[config.mk]
export PLATFORM = sky130hd
export DESIGN_NAME = muxer_scan
export DESIGN_NICKNAME = d
export VERILOG_FILES = /design/src/rtl/muxer_pkg.sv /design/src/rtl/muxer_n.sv /design/src/rtl/muxer_scan.sv
export SDC_FILE = /design/constraint.sdc
export NUM_CORES = 1
export LEC_CHECK = 0
export BUFFER_PORTS_ARGS = -buffer_cell sky130_fd_sc_hd__buf_2
export CORE_MARGIN = 2
export CORE_UTILIZATION = 50
export DETAILED_ROUTE_END_ITERATION = 8
export PLACE_DENSITY = 0.71
export SYNTH_ARGS = -nofsm -noshare
export SYNTH_HDL_FRONTEND = slang
export SYNTH_SLANG_ARGS = --single-unit
[constraint.sdc]
create_clock -name clk -period 10.98 [get_ports clk]
set_input_delay 2.196 -clock clk [delete_from_list [all_inputs] [get_ports clk]]
set_output_delay 2.196 -clock clk [all_outputs]
set_load 0.02 [all_outputs]
[src/rtl/muxer_pkg.sv]
// Shared types for the scanning channel multiplexer.
//   state_e : controller state (IDLE, MANUAL, SCAN)
//   mode_e  : encoding of the 'mode' input pin
package muxer_pkg;

    typedef enum logic [1:0] {
        IDLE   = 2'd0,
        MANUAL = 2'd1,
        SCAN   = 2'd2
    } state_e;

    typedef enum logic {
        MODE_MANUAL = 1'b0,
        MODE_SCAN   = 1'b1
    } mode_e;

endpackage

[src/rtl/muxer_n.sv]
// Combinational N_CH-to-1 channel selector.
//   in  : N_CH packed channels, channel k at bits [k*W +: W]
//   idx : channel index; out-of-range indices return zero
//   out : selected channel
module muxer_n #(
    parameter int  N_CH = 16,
    parameter int  W    = 1,
    localparam int SW   = $clog2(N_CH)
) (
    input  logic [N_CH*W-1:0] in,
    input  logic [SW-1:0]     idx,
    output logic [W-1:0]      out
);

    localparam logic [SW:0] N_LIM = N_CH[SW:0];

    logic [W-1:0] ch [N_CH];

    genvar gi;
    generate
        for (gi = 0; gi < N_CH; gi++) begin : g_ch
            assign ch[gi] = in[gi*W +: W];
        end
    endgenerate

    // Guard matters only when N_CH is not a power of two.
    assign out = ({1'b0, idx} < N_LIM) ? ch[idx] : '0;

endmodule

[src/rtl/muxer_scan.sv]
// Registered channel sampler with manual and automatic scan modes.
//   clk, rst_n : clock, synchronous active-low reset
//   in         : N_CH packed W-bit channels
//   en         : run enable; low returns the controller to IDLE
//   mode       : 0 = channel from sel, 1 = scan over ch_mask
//   sel        : manual channel index
//   ch_mask    : channels visited in scan mode
//   q, q_ch    : captured sample and its channel index
//   q_valid    : sample pending; accepted when q_valid & q_ready
//   q_ready    : consumer accept
module muxer_scan
    import muxer_pkg::*;
#(
    parameter int  N_CH  = 16,
    parameter int  W     = 1,
    parameter int  DWELL = 4,
    localparam int SW    = $clog2(N_CH),
    localparam int DW    = $clog2(DWELL + 1)
) (
    input  logic              clk,
    input  logic              rst_n,
    input  logic [N_CH*W-1:0] in,
    input  logic              en,
    input  logic              mode,
    input  logic [SW-1:0]     sel,
    input  logic [N_CH-1:0]   ch_mask,
    output logic [W-1:0]      q,
    output logic [SW-1:0]     q_ch,
    output logic              q_valid,
    input  logic              q_ready
);

    localparam int          LAST_I  = N_CH - 1;
    localparam logic [SW:0] N_LIM   = N_CH[SW:0];
    localparam logic [SW-1:0] LAST  = LAST_I[SW-1:0];
    localparam logic [DW-1:0] DWELL_W = DWELL[DW-1:0];

    state_e        state_reg, state_next;
    logic [SW-1:0] ptr_reg, ptr_next;
    logic [DW-1:0] dwell_reg, dwell_next;
    logic [W-1:0]  q_reg, q_next;
    logic [SW-1:0] q_ch_reg, q_ch_next;
    logic          q_valid_reg, q_valid_next;

    logic [SW-1:0] cur_ptr;
    logic          ptr_ok;
    logic          capture;
    logic          sel_ok;
    logic          any_mask;
    logic [SW-1:0] scan_tgt;
    logic [SW-1:0] scan_adv;
    logic [DW-1:0] dwell_base;
    logic [DW-1:0] dwell_inc;
    logic [W-1:0]  mux_out;

    // First index at or after 'start' whose mask bit is set, wrapping at
    // N_CH. Iterating from the far end lets the nearest hit win.
    function automatic logic [SW-1:0] first_set(input logic [N_CH-1:0] m,
                                                 input logic [SW-1:0]   start);
        logic [SW-1:0] r;
        logic [SW-1:0] idx;
        int            j;
        r = start;
        for (int i = N_CH - 1; i >= 0; i--) begin
            j = int'(start) + i;
            if (j >= N_CH) begin
                j = j - N_CH;
            end
            idx = j[SW-1:0];
            if (m[idx]) begin
                r = idx;
            end
        end
        return r;
    endfunction

    function automatic logic [SW-1:0] wrap_inc(input logic [SW-1:0] p);
        return (p == LAST) ? '0 : p + 1'b1;
    endfunction

    assign sel_ok   = ({1'b0, sel} < N_LIM);
    assign any_mask = |ch_mask;
    // If the mask moved under the pointer, the target is the next masked
    // channel; otherwise it is the pointer itself.
    assign scan_tgt = first_set(ch_mask, ptr_reg);
    assign scan_adv = first_set(ch_mask, wrap_inc(scan_tgt));

    // Dwell restarts when the pointer is forced off an unmasked channel.
    assign dwell_base = ch_mask[ptr_reg] ? dwell_reg : '0;
    assign dwell_inc  = dwell_base + 1'b1;

    always_comb begin
        cur_ptr = sel;
        ptr_ok  = 1'b0;
        case (state_reg)
            MANUAL: begin
                cur_ptr = sel;
                ptr_ok  = sel_ok;
            end
            SCAN: begin
                cur_ptr = scan_tgt;
                ptr_ok  = any_mask;
            end
            default: begin
                cur_ptr = sel;
                ptr_ok  = 1'b0;
            end
        endcase
        capture = ptr_ok & (~q_valid_reg | q_ready);
    end

    muxer_n #(
        .N_CH (N_CH),
        .W    (W)
    ) u_mux (
        .in  (in),
        .idx (cur_ptr),
        .out (mux_out)
    );

    // Next-state logic
    always_comb begin
        state_next = state_reg;
        if (!en) begin
            state_next = IDLE;
        end else if (mode == MODE_SCAN) begin
            state_next = SCAN;
        end else begin
            state_next = MANUAL;
        end
    end

    // Output register next values
    always_comb begin
        q_next       = q_reg;
        q_ch_next    = q_ch_reg;
        q_valid_next = q_valid_reg;
        if (capture) begin
            q_next       = mux_out;
            q_ch_next    = cur_ptr;
            q_valid_next = 1'b1;
        end else if (q_valid_reg && q_ready) begin
            q_valid_next = 1'b0;
        end
    end

    // Scan pointer and dwell counter next values
    always_comb begin
        ptr_next   = ptr_reg;
        dwell_next = dwell_reg;
        if (state_reg == SCAN && any_mask) begin
            ptr_next   = scan_tgt;
            dwell_next = dwell_base;
            if (capture) begin
                if (dwell_inc == DWELL_W) begin
                    dwell_next = '0;
                    ptr_next   = scan_adv;
                end else begin
                    dwell_next = dwell_inc;
                end
            end
        end
        // Entering scan restarts the dwell but keeps the pointer.
        if (state_next == SCAN && state_reg != SCAN) begin
            dwell_next = '0;
        end
    end

    always_ff @(posedge clk) begin
        if (!rst_n) begin
            state_reg   <= IDLE;
            ptr_reg     <= '0;
            dwell_reg   <= '0;
            q_reg       <= '0;
            q_ch_reg    <= '0;
            q_valid_reg <= 1'b0;
        end else begin
            state_reg   <= state_next;
            ptr_reg     <= ptr_next;
            dwell_reg   <= dwell_next;
            q_reg       <= q_next;
            q_ch_reg    <= q_ch_next;
            q_valid_reg <= q_valid_next;
        end
    end

    assign q       = q_reg;
    assign q_ch    = q_ch_reg;
    assign q_valid = q_valid_reg;

endmodule

==> impl_results.html, run 1 <==
<table>
<tr><th>Metric</th><th>Value</th></tr>
<tr><th colspan="2">Cells and area</th></tr>
<tr><td>Share of cells above drive strength 1</td><td>0.231</td></tr>
<tr><td>Final Net Count</td><td>799</td></tr>
<tr><td>Number of inserted diodes</td><td>0</td></tr>
<tr><td>Area growth from synthesis to final layout</td><td>4.38%</td></tr>
<tr><td>Number of standard cells in the layout, taps in and fillers out</td><td>886</td></tr>
<tr><th colspan="2">Clock tree</th></tr>
<tr><td>Post-CTS Repair Setup Buffers</td><td>0</td></tr>
<tr><td>Master cell of the clock root buffer</td><td>sky130_fd_sc_hd__clkbuf_16</td></tr>
<tr><td>Count of hold-fix buffers inserted at cts</td><td>0</td></tr>
<tr><td>TritonCTS Buffers</td><td>3</td></tr>
<tr><td>Latest clock arrival within the worst-skew pair</td><td>260 ps</td></tr>
<tr><td>CTS Sinks</td><td>15</td></tr>
<tr><td>Number of gates resized after CTS</td><td>0</td></tr>
<tr><td>Number of buffers between clock root and the deepest sink</td><td>2</td></tr>
<tr><td>H-tree lvl count</td><td>1</td></tr>
<tr><td>TritonCTS clock tree</td><td>yes</td></tr>
<tr><td>Clk pin slew, worst setup/hold paths</td><td>60 ps</td></tr>
<tr><th colspan="2">Placed design</th></tr>
<tr><td>Number of placed instances with taps included</td><td>882</td></tr>
<tr><td>PortBufs</td><td>46</td></tr>
<tr><td>HPWL after DPL</td><td>16700 um</td></tr>
<tr><td>Final RePlAce weighted congestion</td><td>1.03</td></tr>
<tr><th colspan="2">Power</th></tr>
<tr><td>Switching part of the total power</td><td>0.597</td></tr>
<tr><td>Total power divided by cell area</td><td>270 nW/um2</td></tr>
<tr><td>Sw Pwr</td><td>1010 uW</td></tr>
<tr><td>Maximum resistive drop on vdd</td><td>181 uV</td></tr>
<tr><td>Part of the power in the clock network</td><td>0.045</td></tr>
<tr><td>Logic pwr share</td><td>0.921</td></tr>
<tr><td>Sequential group share of total power</td><td>0.034</td></tr>
<tr><td>Cell internal power dissipation</td><td>684 uW</td></tr>
<tr><td>Leakage</td><td>0.00250 uW</td></tr>
<tr><td>Total design power</td><td>1700 uW</td></tr>
<tr><th colspan="2">Logic synthesis</th></tr>
<tr><td>Nets in the synthesized netlist</td><td>798</td></tr>
<tr><td>Synthesis warning total</td><td>0</td></tr>
<tr><td>Ys async rst share</td><td>0</td></tr>
<tr><td>Cell type with the largest total area after synthesis</td><td>sky130_fd_sc_hd__mux4_2</td></tr>
<tr><td>Largest cells by area after synthesis</td><td>sky130_fd_sc_hd__mux4_2 14%, sky130_fd_sc_hd__mux2i_1 6.8%, sky130_fd_sc_hd__mux2_2 5.6%</td></tr>
<tr><td>Post-synthesis average cell area</td><td>8.15 um2</td></tr>
<tr><td>Register bit total from synthesis</td><td>15</td></tr>
<tr><td>Post-Synthesis Cells</td><td>739</td></tr>
<tr><td>Share of the synthesized area in the top cell type</td><td>0.142</td></tr>
<tr><td>Number of distinct library cells after synthesis</td><td>95</td></tr>
<tr><td>Prevailing post-synth register cell</td><td>sky130_fd_sc_hd__dfxtp_1</td></tr>
<tr><td>Number of enable-type register cells in the synthesized netlist</td><td>0</td></tr>
<tr><td>Synthesized cell area</td><td>6020 um2</td></tr>
<tr><td>Share of synthesized area occupied by flip-flops and latches</td><td>0.0499</td></tr>
<tr><th colspan="2">Worst setup path</th></tr>
<tr><td>Data required, critical path</td><td>11130 ps</td></tr>
<tr><td>Critical path endpoint category</td><td>register</td></tr>
<tr><td>Worst setup slack for register-to-register paths</td><td>2120 ps</td></tr>
<tr><td>Critical setup path kind</td><td>primary input to register</td></tr>
<tr><td>Largest fanout on the critical path</td><td>15</td></tr>
<tr><td>Crit start category</td><td>primary input</td></tr>
<tr><td>Endpoint arrival time on the critical path</td><td>9570 ps</td></tr>
<tr><th colspan="2">Die</th></tr>
<tr><td>Vertical die dimension</td><td>114 um</td></tr>
<tr><td>Initial core utilization</td><td>0.508</td></tr>
<tr><td>DIE WIDTH</td><td>114 um</td></tr>
<tr><td>Number of top-level design ports</td><td>47</td></tr>
<tr><td>Die area</td><td>12900 um2</td></tr>
<tr><td>Cell row count</td><td>40</td></tr>
<tr><td>Area of the core region</td><td>11900 um2</td></tr>
<tr><th colspan="2">Detailed routing</th></tr>
<tr><td>Met1 wire length</td><td>8390 um</td></tr>
<tr><td>Sum of met2 wire segment lengths after detailed routing</td><td>10200 um</td></tr>
<tr><td>Number of routed nets with antenna violations</td><td>0</td></tr>
<tr><td>Vias per Instance</td><td>7.41</td></tr>
<tr><td>Post-detailed-route wirelength per cell</td><td>24.5 um</td></tr>
<tr><td>Highest routed metal layer</td><td>met4</td></tr>
<tr><td>Number of detailed-route iterations in the first pass</td><td>5</td></tr>
<tr><td>Vias post-DR</td><td>6564</td></tr>
<tr><td>Total routed wirelength</td><td>21700 um</td></tr>
<tr><td>Wire length on met3</td><td>2100 um</td></tr>
<tr><td>Iter 0 DRT Violations</td><td>840</td></tr>
<tr><td>Number of remaining DRC errors</td><td>0</td></tr>
<tr><th colspan="2">Global route</th></tr>
<tr><td>Initial antenna violation count</td><td>0</td></tr>
<tr><td>Aggregate global routing overflow</td><td>0</td></tr>
<tr><td>All-Layer GR Usage</td><td>0.336</td></tr>
<tr><td>Global-route wire length before repair</td><td>34500 um</td></tr>
<tr><td>Via count of the first global-routing pass</td><td>6261</td></tr>
<tr><td>Pin count of the biggest net entering global routing</td><td>34</td></tr>
<tr><th colspan="2">STA</th></tr>
<tr><td>Slew Viols, Final</td><td>0</td></tr>
<tr><td>Final Cycle Share</td><td>0.858</td></tr>
<tr><td>Max-slew headroom at the worst pin</td><td>0.312</td></tr>
<tr><td>Minimum period implied by the final worst setup slack</td><td>9420 ps</td></tr>
<tr><td>Worst hold slack across all endpoints</td><td>495 ps</td></tr>
<tr><td>Maximum clock frequency</td><td>0.106 GHz</td></tr>
<tr><td>Setup repair after global routing missed its margin</td><td>false</td></tr>
<tr><td>Slew @ Worst Pin</td><td>1030 ps</td></tr>
<tr><td>Total Negative Setup Slacks</td><td>0 ps</td></tr>
<tr><td>Setup Skew</td><td>4.90 ps</td></tr>
<tr><td>Fin. Hold Viols</td><td>0</td></tr>
<tr><td>Final-report setup violation count</td><td>0</td></tr>
<tr><th colspan="2">Outcome</th></tr>
<tr><td>Outcome</td><td>complete, no violations</td></tr>
<tr><th colspan="2">Hold path</th></tr>
<tr><td>Hold/Removal Path Class</td><td>register to register</td></tr>
<tr><th colspan="2">Run</th></tr>
<tr><td>Max-cap violations</td><td>0</td></tr>
</table>
==> cells in the mapped netlist, types with 9 or more instances <==
| master | instances |
|---|---|
| sky130_fd_sc_hd__inv_1 | 35 |
| sky130_fd_sc_hd__o211ai_1 | 9 |
| sky130_fd_sc_hd__buf_2 | 12 |
| sky130_fd_sc_hd__nand2_1 | 62 |
| sky130_fd_sc_hd__xnor2_1 | 10 |
| sky130_fd_sc_hd__mux2i_1 | 41 |
| sky130_fd_sc_hd__nor4_1 | 9 |
| sky130_fd_sc_hd__nand3_1 | 20 |
| sky130_fd_sc_hd__mux4_2 | 38 |
| sky130_fd_sc_hd__o22ai_1 | 10 |
| sky130_fd_sc_hd__clkbuf_1 | 35 |
| sky130_fd_sc_hd__nand4_1 | 15 |
| sky130_fd_sc_hd__a22oi_1 | 10 |
| sky130_fd_sc_hd__xor2_1 | 9 |
| sky130_fd_sc_hd__o21ai_0 | 36 |
| sky130_fd_sc_hd__o211a_1 | 9 |
| sky130_fd_sc_hd__nor2_1 | 56 |
| sky130_fd_sc_hd__and2_1 | 13 |
| sky130_fd_sc_hd__a21oi_1 | 42 |
| sky130_fd_sc_hd__dfxtp_1 | 15 |
| sky130_fd_sc_hd__mux2_2 | 30 |
| sky130_fd_sc_hd__ha_1 | 18 |
| sky130_fd_sc_hd__nor2b_1 | 12 |
==> final timing paths <==
check                     startpoint                      end  cells past startpoint
max                       ch_mask[9]  ptr_reg[1]$_SDFFE_PN0P_                     25
min             q_ch[1]$_SDFFE_PN0P_     q_ch[1]$_SDFFE_PN0P_                      1
max reg2reg  ptr_reg[1]$_SDFFE_PN0P_  ptr_reg[1]$_SDFFE_PN0P_                     26
min reg2reg     q_ch[1]$_SDFFE_PN0P_     q_ch[1]$_SDFFE_PN0P_                      1
==> through the flow <==
stage / util / worst slack [ps] / cell area, um2
after floorplan: - / 2210 / 6020
after global placement: 0.523 / 1750 / 6200
after detailed placement: 0.523 / 1620 / 6200
after CTS: 0.530 / 1870 / 6290
after global routing: 0.530 / 1090 / 6290
final: 0.530 / 1560 / 6290
==> cell families after synthesis <==
family                     after synthesis  synth area share
AOI/OAI and AO/OA                      225             0.279
xor gates and xnor gates                26            0.0505
adders and majority gates               18            0.0374
buffers and inverters                   98            0.0748
DFF                                     15            0.0499
muxes                                  124             0.312
and+or+nand+nor                        233             0.197
==> critical path: stages <==
cell	delay (ps)
sky130_fd_sc_hd__buf_2	240
sky130_fd_sc_hd__mux2i_1	140
sky130_fd_sc_hd__a222oi_1	820
sky130_fd_sc_hd__nand3_1	370
sky130_fd_sc_hd__and4_1	280
sky130_fd_sc_hd__nor3_1	170
sky130_fd_sc_hd__a31oi_1	130
sky130_fd_sc_hd__o211ai_1	280
sky130_fd_sc_hd__nand2_1	450
sky130_fd_sc_hd__inv_1	200
sky130_fd_sc_hd__ha_1	420
sky130_fd_sc_hd__inv_1	250
sky130_fd_sc_hd__xnor2_2	590
sky130_fd_sc_hd__ha_1	490
sky130_fd_sc_hd__a311o_1	240
sky130_fd_sc_hd__or2_2	210
sky130_fd_sc_hd__o21ai_0	130
sky130_fd_sc_hd__nor2_1	110
sky130_fd_sc_hd__a31oi_1	60
sky130_fd_sc_hd__mux4_2	590
sky130_fd_sc_hd__nor2_1	370
sky130_fd_sc_hd__nand4_1	150
sky130_fd_sc_hd__o211ai_1	230
sky130_fd_sc_hd__a31oi_1	120
sky130_fd_sc_hd__o31a_1	280
==> cells in the final DEF (no fill, tap or decap), types with 18 or more instances in the layout <==
cell                      count
sky130_fd_sc_hd__nand2_1     62
sky130_fd_sc_hd__nor2_1      56
sky130_fd_sc_hd__buf_2       46
sky130_fd_sc_hd__a21oi_1     42
sky130_fd_sc_hd__mux2i_1     41
sky130_fd_sc_hd__mux4_2      38
sky130_fd_sc_hd__o21ai_0     36
sky130_fd_sc_hd__inv_1       35
sky130_fd_sc_hd__mux2_2      30
sky130_fd_sc_hd__nand3_1     20
sky130_fd_sc_hd__ha_1        18
==> power by group through the flow <==
stage	logic [uW]	registers, uW	clock network [uW]
after floorplan	1150	60.1	0
after global placement	1510	58.8	0
after detailed placement	1500	58.9	0
after CTS	1510	57.7	77.5
after global routing	1670	58.0	78.7
final	1560	57.8	76.9
==> per-layer routing <==
layer,vias to the layer above,track usage
met4,0,0.145
met1,3133,0.436
met5,-,0
li1,2882,-
met2,471,0.570
met3,78,0.0351
==> cell type report <==
class / instances / area, um2
Fill cell: 1123 / 5570
Tap cell: 147 / 184
Timing Repair Buffer: 55 / 298
Clock buffer: 3 / 75.1
Clock inverter: 1 / 7.51
Inverter: 39 / 150
Multi-Input combinational cell: 626 / 5270
Sequential cell: 15 / 300
Note: power is estimated with default switching activity, not from simulation.
==> run 2, diff against run 1 <==
--- a/config.mk
+++ b/config.mk
@@ -6,10 +6,12 @@
 export NUM_CORES = 1
 export LEC_CHECK = 0
 export BUFFER_PORTS_ARGS = -buffer_cell sky130_fd_sc_hd__buf_2
+export CELL_PAD_IN_SITES_DETAIL_PLACEMENT = 0
+export CELL_PAD_IN_SITES_GLOBAL_PLACEMENT = 1
 export CORE_MARGIN = 2
-export CORE_UTILIZATION = 50
+export CORE_UTILIZATION = 48
 export DETAILED_ROUTE_END_ITERATION = 8
-export PLACE_DENSITY = 0.71
+export PLACE_DENSITY = 0.87
 export SYNTH_ARGS = -nofsm -noshare
 export SYNTH_HDL_FRONTEND = slang
 export SYNTH_SLANG_ARGS = --single-unit
==> impl_results.html, run 2 (synthesis results as in run 1) <==
<table>
<tr><th>Metric</th><th>Value</th></tr>
<tr><th colspan="2">Outcome</th></tr>
<tr><td>Outcome</td><td>complete, no violations</td></tr>
<tr><th colspan="2">Worst setup path</th></tr>
<tr><td>Crit start category</td><td>primary input</td></tr>
<tr><td>Critical setup path kind</td><td>primary input to register</td></tr>
<tr><td>Critical path cell sequence</td><td>buf_2, mux2i_1, a222oi_1, nand3_1, and4_1, nor3_1, a31oi_1, o211ai_1, nand2_1, inv_1, ha_1, inv_1, xnor2_2, inv_1, ha_1, a21oi_1, xnor2_1, mux2i_1, mux2i_1, a311oi_1, a311oi_1, o211ai_1, a31oi_1, o31a_1</td></tr>
<tr><td>Cell with the biggest individual delay on the critical path</td><td>sky130_fd_sc_hd__a222oi_1</td></tr>
<tr><td>Data required, critical path</td><td>11120 ps</td></tr>
<tr><td>Critical R2R Launch</td><td>ptr_reg[1]$_SDFFE_PN0P_</td></tr>
<tr><td>Worst r2r dst</td><td>ptr_reg[1]$_SDFFE_PN0P_</td></tr>
<tr><td>Number of cells on the worst reg-to-reg path</td><td>25</td></tr>
<tr><td>Worst setup slack for register-to-register paths</td><td>1890 ps</td></tr>
<tr><td>Endpoint arrival time on the critical path</td><td>10030 ps</td></tr>
<tr><td>Largest fanout on the critical path</td><td>22</td></tr>
<tr><td>Critical path endpoint category</td><td>register</td></tr>
<tr><td>Highest cell delay on the worst timing path</td><td>920 ps</td></tr>
<tr><th colspan="2">Detailed routing</th></tr>
<tr><td>Post-detailed-route wirelength per cell</td><td>23.1 um</td></tr>
<tr><td>Vias per Instance</td><td>7.28</td></tr>
<tr><td>Iter 0 DRT Violations</td><td>941</td></tr>
<tr><td>Number of routed nets with antenna violations</td><td>0</td></tr>
<tr><td>Total routed wirelength</td><td>20900 um</td></tr>
<tr><td>Vias post-DR</td><td>6585</td></tr>
<tr><td>Number of remaining DRC errors</td><td>0</td></tr>
<tr><td>Number of detailed-route iterations in the first pass</td><td>8</td></tr>
<tr><th colspan="2">Power</th></tr>
<tr><td>Sw Pwr</td><td>972 uW</td></tr>
<tr><td>Leakage</td><td>0.00249 uW</td></tr>
<tr><td>Total power divided by cell area</td><td>262 nW/um2</td></tr>
<tr><td>Maximum resistive drop on vdd</td><td>139 uV</td></tr>
<tr><td>Cell internal power dissipation</td><td>679 uW</td></tr>
<tr><td>Total design power</td><td>1650 uW</td></tr>
<tr><td>Sequential group share of total power</td><td>0.035</td></tr>
<tr><td>Switching part of the total power</td><td>0.589</td></tr>
<tr><td>Part of the power in the clock network</td><td>0.045</td></tr>
<tr><td>Logic pwr share</td><td>0.920</td></tr>
<tr><th colspan="2">Die</th></tr>
<tr><td>Area of the core region</td><td>12100 um2</td></tr>
<tr><td>Die area</td><td>13500 um2</td></tr>
<tr><td>Cell row count</td><td>40</td></tr>
<tr><td>Initial core utilization</td><td>0.497</td></tr>
<tr><td>Vertical die dimension</td><td>116 um</td></tr>
<tr><td>Number of top-level design ports</td><td>47</td></tr>
<tr><td>DIE WIDTH</td><td>116 um</td></tr>
<tr><th colspan="2">Cells and area</th></tr>
<tr><td>Highest-count cells in the layout ignoring fill and taps</td><td>62 x sky130_fd_sc_hd__nand2_1, 56 x sky130_fd_sc_hd__nor2_1, 46 x sky130_fd_sc_hd__buf_2</td></tr>
<tr><td>Number of standard cells in the layout, taps in and fillers out</td><td>905</td></tr>
<tr><td>Fin util</td><td>0.520</td></tr>
<tr><td>Area growth from synthesis to final layout</td><td>4.57%</td></tr>
<tr><td>Leading cell type in the layout, fill and taps excluded</td><td>sky130_fd_sc_hd__nand2_1</td></tr>
<tr><td>Footprint of the flip-flops and latches</td><td>300 um2</td></tr>
<tr><td>Final Net Count</td><td>797</td></tr>
<tr><td>Multi-input gate area in the final layout</td><td>5270 um2</td></tr>
<tr><td>Number of inserted diodes</td><td>0</td></tr>
<tr><td>Share of cells above drive strength 1</td><td>0.229</td></tr>
<tr><td>Fillcell total</td><td>1162</td></tr>
<tr><th colspan="2">Hold path</th></tr>
<tr><td>Cell depth of the worst min-delay path</td><td>1</td></tr>
<tr><td>Worst Min Path Start</td><td>q_ch[2]$_SDFFE_PN0P_</td></tr>
<tr><td>Hold/Removal Path Class</td><td>register to register</td></tr>
<tr><td>Destination of the worst hold path</td><td>q_ch[2]$_SDFFE_PN0P_</td></tr>
<tr><th colspan="2">Placed design</th></tr>
<tr><td>HPWL after DPL</td><td>15900 um</td></tr>
<tr><td>PortBufs</td><td>46</td></tr>
<tr><td>Final RePlAce weighted congestion</td><td>1.07</td></tr>
<tr><td>Number of placed instances with taps included</td><td>901</td></tr>
<tr><th colspan="2">STA</th></tr>
<tr><td>Total Negative Setup Slacks</td><td>0 ps</td></tr>
<tr><td>Worst hold slack across all endpoints</td><td>495 ps</td></tr>
<tr><td>Fin. Hold Viols</td><td>0</td></tr>
<tr><td>Slew Viols, Final</td><td>0</td></tr>
<tr><td>Final-report setup violation count</td><td>0</td></tr>
<tr><td>Slew @ Worst Pin</td><td>1020 ps</td></tr>
<tr><td>Max-slew headroom at the worst pin</td><td>0.319</td></tr>
<tr><td>Final Cycle Share</td><td>0.901</td></tr>
<tr><td>Setup repair after global routing missed its margin</td><td>false</td></tr>
<tr><td>Minimum period implied by the final worst setup slack</td><td>9900 ps</td></tr>
<tr><td>Setup Skew</td><td>3.55 ps</td></tr>
<tr><td>Maximum clock frequency</td><td>0.101 GHz</td></tr>
<tr><th colspan="2">Global route</th></tr>
<tr><td>Aggregate global routing overflow</td><td>0</td></tr>
<tr><td>All-Layer GR Usage</td><td>0.311</td></tr>
<tr><td>Via count of the first global-routing pass</td><td>6207</td></tr>
<tr><td>Initial antenna violation count</td><td>0</td></tr>
<tr><td>Global-route wire length before repair</td><td>33200 um</td></tr>
<tr><td>Pin count of the biggest net entering global routing</td><td>34</td></tr>
<tr><th colspan="2">Clock tree</th></tr>
<tr><td>CTS Sinks</td><td>15</td></tr>
<tr><td>Post-CTS Repair Setup Buffers</td><td>0</td></tr>
<tr><td>Number of gates resized after CTS</td><td>0</td></tr>
<tr><td>Count of hold-fix buffers inserted at cts</td><td>0</td></tr>
<tr><td>Latest clock arrival within the worst-skew pair</td><td>250 ps</td></tr>
<tr><td>Master cell of the clock root buffer</td><td>sky130_fd_sc_hd__clkbuf_16</td></tr>
<tr><td>TritonCTS clock tree</td><td>yes</td></tr>
<tr><td>H-tree lvl count</td><td>1</td></tr>
<tr><td>TritonCTS Buffers</td><td>3</td></tr>
<tr><td>Number of buffers between clock root and the deepest sink</td><td>2</td></tr>
<tr><td>Clk pin slew, worst setup/hold paths</td><td>50 ps</td></tr>
<tr><th colspan="2">Run</th></tr>
<tr><td>Max-cap violations</td><td>0</td></tr>
</table>
run 2: cell count changes in the layout (fill, tap and decap cells not counted):
| cell | delta |
|---|---|
| sky130_fd_sc_hd__buf_4 | -2 |
run 2: power by group through the flow:
stage / clock network [uW] / registers [uW] / logic [uW]
6_report: 73.6 / 57.8 / 1520
5_1_grt: 76.8 / 57.9 / 1630
4_1_cts: 74.4 / 57.8 / 1470
3_5_place_dp: 0 / 58.9 / 1460
3_3_place_gp: 0 / 58.9 / 1450
2_1_floorplan: 0 / 60.1 / 1150
run 2: cell type report:
cell class / count / area share
clock inverter: 1 / 0.00119
tap: 168 / 0.0334
multi-input combinational: 626 / 0.837
timing repair buffer: 53 / 0.0449
sequential: 15 / 0.0477
inverter: 39 / 0.0238
clock buffer: 3 / 0.0119
run 2: worst max path at each step:
stage                            from                      end  slack [ps]  cells after the start
after floorplan            ch_mask[9]  ptr_reg[1]$_SDFFE_PN0P_        2210                     30
after global placement    ch_mask[11]  ptr_reg[1]$_SDFFE_PN0P_        1300                     24
after detailed placement  ch_mask[11]  ptr_reg[1]$_SDFFE_PN0P_        1210                     24
after CTS                  ch_mask[9]  ptr_reg[1]$_SDFFE_PN0P_        1400                     24
after global routing      ch_mask[11]  ptr_reg[1]$_SDFFE_PN0P_         560                     24
final                     ch_mask[11]  ptr_reg[1]$_SDFFE_PN0P_        1080                     24
run 2: metal layers:
metal | up-vias | track usage | part of all wire
li1 | 2875 | - | -
met1 | 3160 | 0.400 | 0.38
met2 | 457 | 0.516 | 0.46
met3 | 93 | 0.0377 | 0.10
met4 | 0 | 0.156 | 0.056
met5 | - | 0 | 0
run 2: metrics by stage:
stage / area, um2 / worst slack, ps
2_1_floorplan: 6020 / 2210
4_1_cts: 6300 / 1400
6_report: 6300 / 1080
5_1_grt: 6300 / 562
3_5_place_dp: 6220 / 1210
3_3_place_gp: 6220 / 1300
run 2: critical path: cells and delay by family:
family	cells	cell delay (ps)
compound gates	9	2540
xor+xnor	2	870
fa+ha+maj	2	850
buf+inv	4	1530
mux	3	870
simple gates	4	1150
==> run 3, diff against run 2 <==
--- a/config.mk
+++ b/config.mk
@@ -8,7 +8,6 @@
 export BUFFER_PORTS_ARGS = -buffer_cell sky130_fd_sc_hd__buf_2
 export CELL_PAD_IN_SITES_DETAIL_PLACEMENT = 0
 export CELL_PAD_IN_SITES_GLOBAL_PLACEMENT = 1
-export CORE_MARGIN = 2
 export CORE_UTILIZATION = 48
 export DETAILED_ROUTE_END_ITERATION = 8
 export PLACE_DENSITY = 0.87
==> impl_results.html, run 3 (synthesis results as in run 1) <==
<table>
<tr><th>Metric</th><th>Value</th></tr>
<tr><th colspan="2">Outcome</th></tr>
<tr><td>Outcome</td><td>complete, no violations</td></tr>
<tr><th colspan="2">Detailed routing</th></tr>
<tr><td>Number of routed nets with antenna violations</td><td>0</td></tr>
<tr><td>Number of remaining DRC errors</td><td>0</td></tr>
<tr><td>Vias per Instance</td><td>7.20</td></tr>
<tr><td>Total routed wirelength</td><td>20600 um</td></tr>
<tr><td>Post-detailed-route wirelength per cell</td><td>22.7 um</td></tr>
<tr><td>Iter 0 DRT Violations</td><td>1028</td></tr>
<tr><td>Number of detailed-route iterations in the first pass</td><td>5</td></tr>
<tr><td>Vias post-DR</td><td>6519</td></tr>
<tr><th colspan="2">Clock tree</th></tr>
<tr><td>H-tree lvl count</td><td>1</td></tr>
<tr><td>Post-CTS Repair Setup Buffers</td><td>0</td></tr>
<tr><td>CTS Sinks</td><td>15</td></tr>
<tr><td>TritonCTS Buffers</td><td>3</td></tr>
<tr><td>Number of buffers between clock root and the deepest sink</td><td>2</td></tr>
<tr><td>Count of hold-fix buffers inserted at cts</td><td>0</td></tr>
<tr><td>TritonCTS clock tree</td><td>yes</td></tr>
<tr><td>Master cell of the clock root buffer</td><td>sky130_fd_sc_hd__clkbuf_16</td></tr>
<tr><td>Clk pin slew, worst setup/hold paths</td><td>50 ps</td></tr>
<tr><td>Latest clock arrival within the worst-skew pair</td><td>250 ps</td></tr>
<tr><td>Number of gates resized after CTS</td><td>0</td></tr>
<tr><th colspan="2">Global route</th></tr>
<tr><td>Pin count of the biggest net entering global routing</td><td>34</td></tr>
<tr><td>Aggregate global routing overflow</td><td>0</td></tr>
<tr><td>Global-route wire length before repair</td><td>32900 um</td></tr>
<tr><td>Initial antenna violation count</td><td>0</td></tr>
<tr><td>All-Layer GR Usage</td><td>0.319</td></tr>
<tr><td>Via count of the first global-routing pass</td><td>6138</td></tr>
<tr><th colspan="2">Die</th></tr>
<tr><td>Initial core utilization</td><td>0.497</td></tr>
<tr><td>Vertical die dimension</td><td>114 um</td></tr>
<tr><td>DIE WIDTH</td><td>114 um</td></tr>
<tr><td>Area of the core region</td><td>12100 um2</td></tr>
<tr><td>Number of top-level design ports</td><td>47</td></tr>
<tr><td>Die area</td><td>13000 um2</td></tr>
<tr><td>Cell row count</td><td>40</td></tr>
<tr><th colspan="2">Cells and area</th></tr>
<tr><td>Highest-count cells in the layout ignoring fill and taps</td><td>62 x sky130_fd_sc_hd__nand2_1, 56 x sky130_fd_sc_hd__nor2_1, 46 x sky130_fd_sc_hd__buf_2</td></tr>
<tr><td>Area growth from synthesis to final layout</td><td>4.57%</td></tr>
<tr><td>Leading cell type in the layout, fill and taps excluded</td><td>sky130_fd_sc_hd__nand2_1</td></tr>
<tr><td>Number of inserted diodes</td><td>0</td></tr>
<tr><td>Share of cells above drive strength 1</td><td>0.229</td></tr>
<tr><td>Final Net Count</td><td>797</td></tr>
<tr><th colspan="2">Placed design</th></tr>
<tr><td>Final RePlAce weighted congestion</td><td>1.05</td></tr>
<tr><td>PortBufs</td><td>46</td></tr>
<tr><td>Pre-CTS WS</td><td>1140 ps</td></tr>
<tr><td>HPWL after DPL</td><td>15600 um</td></tr>
<tr><th colspan="2">Worst setup path</th></tr>
<tr><td>Worst setup slack for register-to-register paths</td><td>1730 ps</td></tr>
<tr><td>Data required, critical path</td><td>11120 ps</td></tr>
<tr><td>Critical path cell sequence</td><td>buf_2, mux2i_1, a222oi_1, nand3_1, and4_1, nor3_1, a31oi_1, o211ai_1, nand2_1, inv_1, ha_1, inv_1, xnor2_2, inv_1, ha_1, a21oi_1, xnor2_1, mux2i_1, mux2i_1, a311oi_1, a311oi_1, o211ai_1, a31oi_1, o31a_1</td></tr>
<tr><td>Critical path endpoint category</td><td>register</td></tr>
<tr><td>Critical path destination</td><td>ptr_reg[1]$_SDFFE_PN0P_</td></tr>
<tr><td>Worst r2r dst</td><td>ptr_reg[1]$_SDFFE_PN0P_</td></tr>
<tr><td>Number of cells on the worst reg-to-reg path</td><td>25</td></tr>
<tr><td>Endpoint arrival time on the critical path</td><td>10090 ps</td></tr>
<tr><td>Largest fanout on the critical path</td><td>22</td></tr>
<tr><td>Cell with the biggest individual delay on the critical path</td><td>sky130_fd_sc_hd__a222oi_1</td></tr>
<tr><td>Critical Path Source</td><td>ch_mask[11]</td></tr>
<tr><td>Critical R2R Launch</td><td>ptr_reg[1]$_SDFFE_PN0P_</td></tr>
<tr><td>Crit start category</td><td>primary input</td></tr>
<tr><td>Highest cell delay on the worst timing path</td><td>800 ps</td></tr>
<tr><td>Critical setup path kind</td><td>primary input to register</td></tr>
<tr><th colspan="2">Power</th></tr>
<tr><td>Sw Pwr</td><td>984 uW</td></tr>
<tr><td>Logic pwr share</td><td>0.921</td></tr>
<tr><td>Switching part of the total power</td><td>0.592</td></tr>
<tr><td>Cell internal power dissipation</td><td>679 uW</td></tr>
<tr><td>Leakage</td><td>0.00249 uW</td></tr>
<tr><td>Maximum resistive drop on vdd</td><td>121 uV</td></tr>
<tr><td>Total power divided by cell area</td><td>264 nW/um2</td></tr>
<tr><td>Part of the power in the clock network</td><td>0.044</td></tr>
<tr><td>Sequential group share of total power</td><td>0.035</td></tr>
<tr><th colspan="2">Run</th></tr>
<tr><td>Max-cap violations</td><td>0</td></tr>
<tr><th colspan="2">STA</th></tr>
<tr><td>Maximum clock frequency</td><td>0.100 GHz</td></tr>
<tr><td>Minimum period implied by the final worst setup slack</td><td>9950 ps</td></tr>
<tr><td>Fin. Hold Viols</td><td>0</td></tr>
<tr><td>Slew Viols, Final</td><td>0</td></tr>
<tr><td>Setup slack of the critical path after layout</td><td>1030 ps</td></tr>
<tr><td>Final Cycle Share</td><td>0.906</td></tr>
<tr><td>Max-slew headroom at the worst pin</td><td>0.372</td></tr>
<tr><td>Setup Skew</td><td>2.35 ps</td></tr>
<tr><td>Setup repair after global routing missed its margin</td><td>false</td></tr>
<tr><td>Slew @ Worst Pin</td><td>942 ps</td></tr>
<tr><td>Total Negative Setup Slacks</td><td>0 ps</td></tr>
<tr><td>Final-report setup violation count</td><td>0</td></tr>
<tr><th colspan="2">Hold path</th></tr>
<tr><td>Hold/Removal Path Class</td><td>register to register</td></tr>
</table>
## run 3: cell counts in the layout (fill, tap and decap cells not counted)
Identical to the previous run, type by type.
## run 3: worst min path at each step
| stage | depth (start not counted) | slack (ps) | end | startpoint |
|---|---|---|---|---|
| after floorplan | 2 | 470 | dwell_reg[1]$_SDFFE_PP0P_ | dwell_reg[1]$_SDFFE_PP0P_ |
| after global placement | 1 | 480 | q_ch[3]$_SDFFE_PN0P_ | q_ch[3]$_SDFFE_PN0P_ |
| after detailed placement | 1 | 480 | q_ch[2]$_SDFFE_PN0P_ | q_ch[2]$_SDFFE_PN0P_ |
| after CTS | 1 | 500 | q_ch[2]$_SDFFE_PN0P_ | q_ch[2]$_SDFFE_PN0P_ |
| after global routing | 1 | 530 | q_ch[0]$_SDFFE_PN0P_ | q_ch[0]$_SDFFE_PN0P_ |
| final | 1 | 500 | q_ch[2]$_SDFFE_PN0P_ | q_ch[2]$_SDFFE_PN0P_ |
## run 3: layout make-up
type	count	area, um2
fill	1174	5810
multi-input combinational	626	5270
sequential	15	300
timing repair buffer	53	283
tap	168	210
inverter	39	150
clock buffer	3	75.1
clock inverter	1	7.51
## run 3: through the flow
stage                     instances  utilization  power (uW)  hold WS, ps  area [um2]
after floorplan                 739            -        1210          469        6020
after global placement          901        0.513        1500          481        6220
final                           905        0.520        1660          499        6300
after detailed placement        901        0.513        1520          484        6220
after global routing            905        0.520        1770          533        6300
after CTS                       905        0.520        1600          499        6300
## run 3: worst max-delay path: cells and delay by family
| kind | cells | cell delay (ps) |
|---|---|---|
| multiplexers | 3 | 920 |
| buffers and inverters | 4 | 1580 |
| XOR/XNOR | 2 | 890 |
| adder cells (fa/ha/maj) | 2 | 850 |
| AND/OR/NAND/NOR | 4 | 1180 |
| AO/OA/AOI/OAI | 9 | 2440 |
## run 3: layer usage
metal | vias up | share of wire | global-route usage
li1 | 2876 | - | -
met1 | 3075 | 0.39 | 0.416
met2 | 478 | 0.46 | 0.524
met3 | 90 | 0.096 | 0.0367
met4 | 0 | 0.052 | 0.158
met5 | - | 0 | 0
## run 3: power by group through the flow
stage          sequential (uW)  combinational (uW)  clock, uW
2_1_floorplan             60.1                1150          0
6_report                  57.8                1530       73.6
4_1_cts                   57.8                1470       75.2
3_3_place_gp              58.9                1440          0
3_5_place_dp              59.0                1460          0
5_1_grt                   58.0                1630       78.6
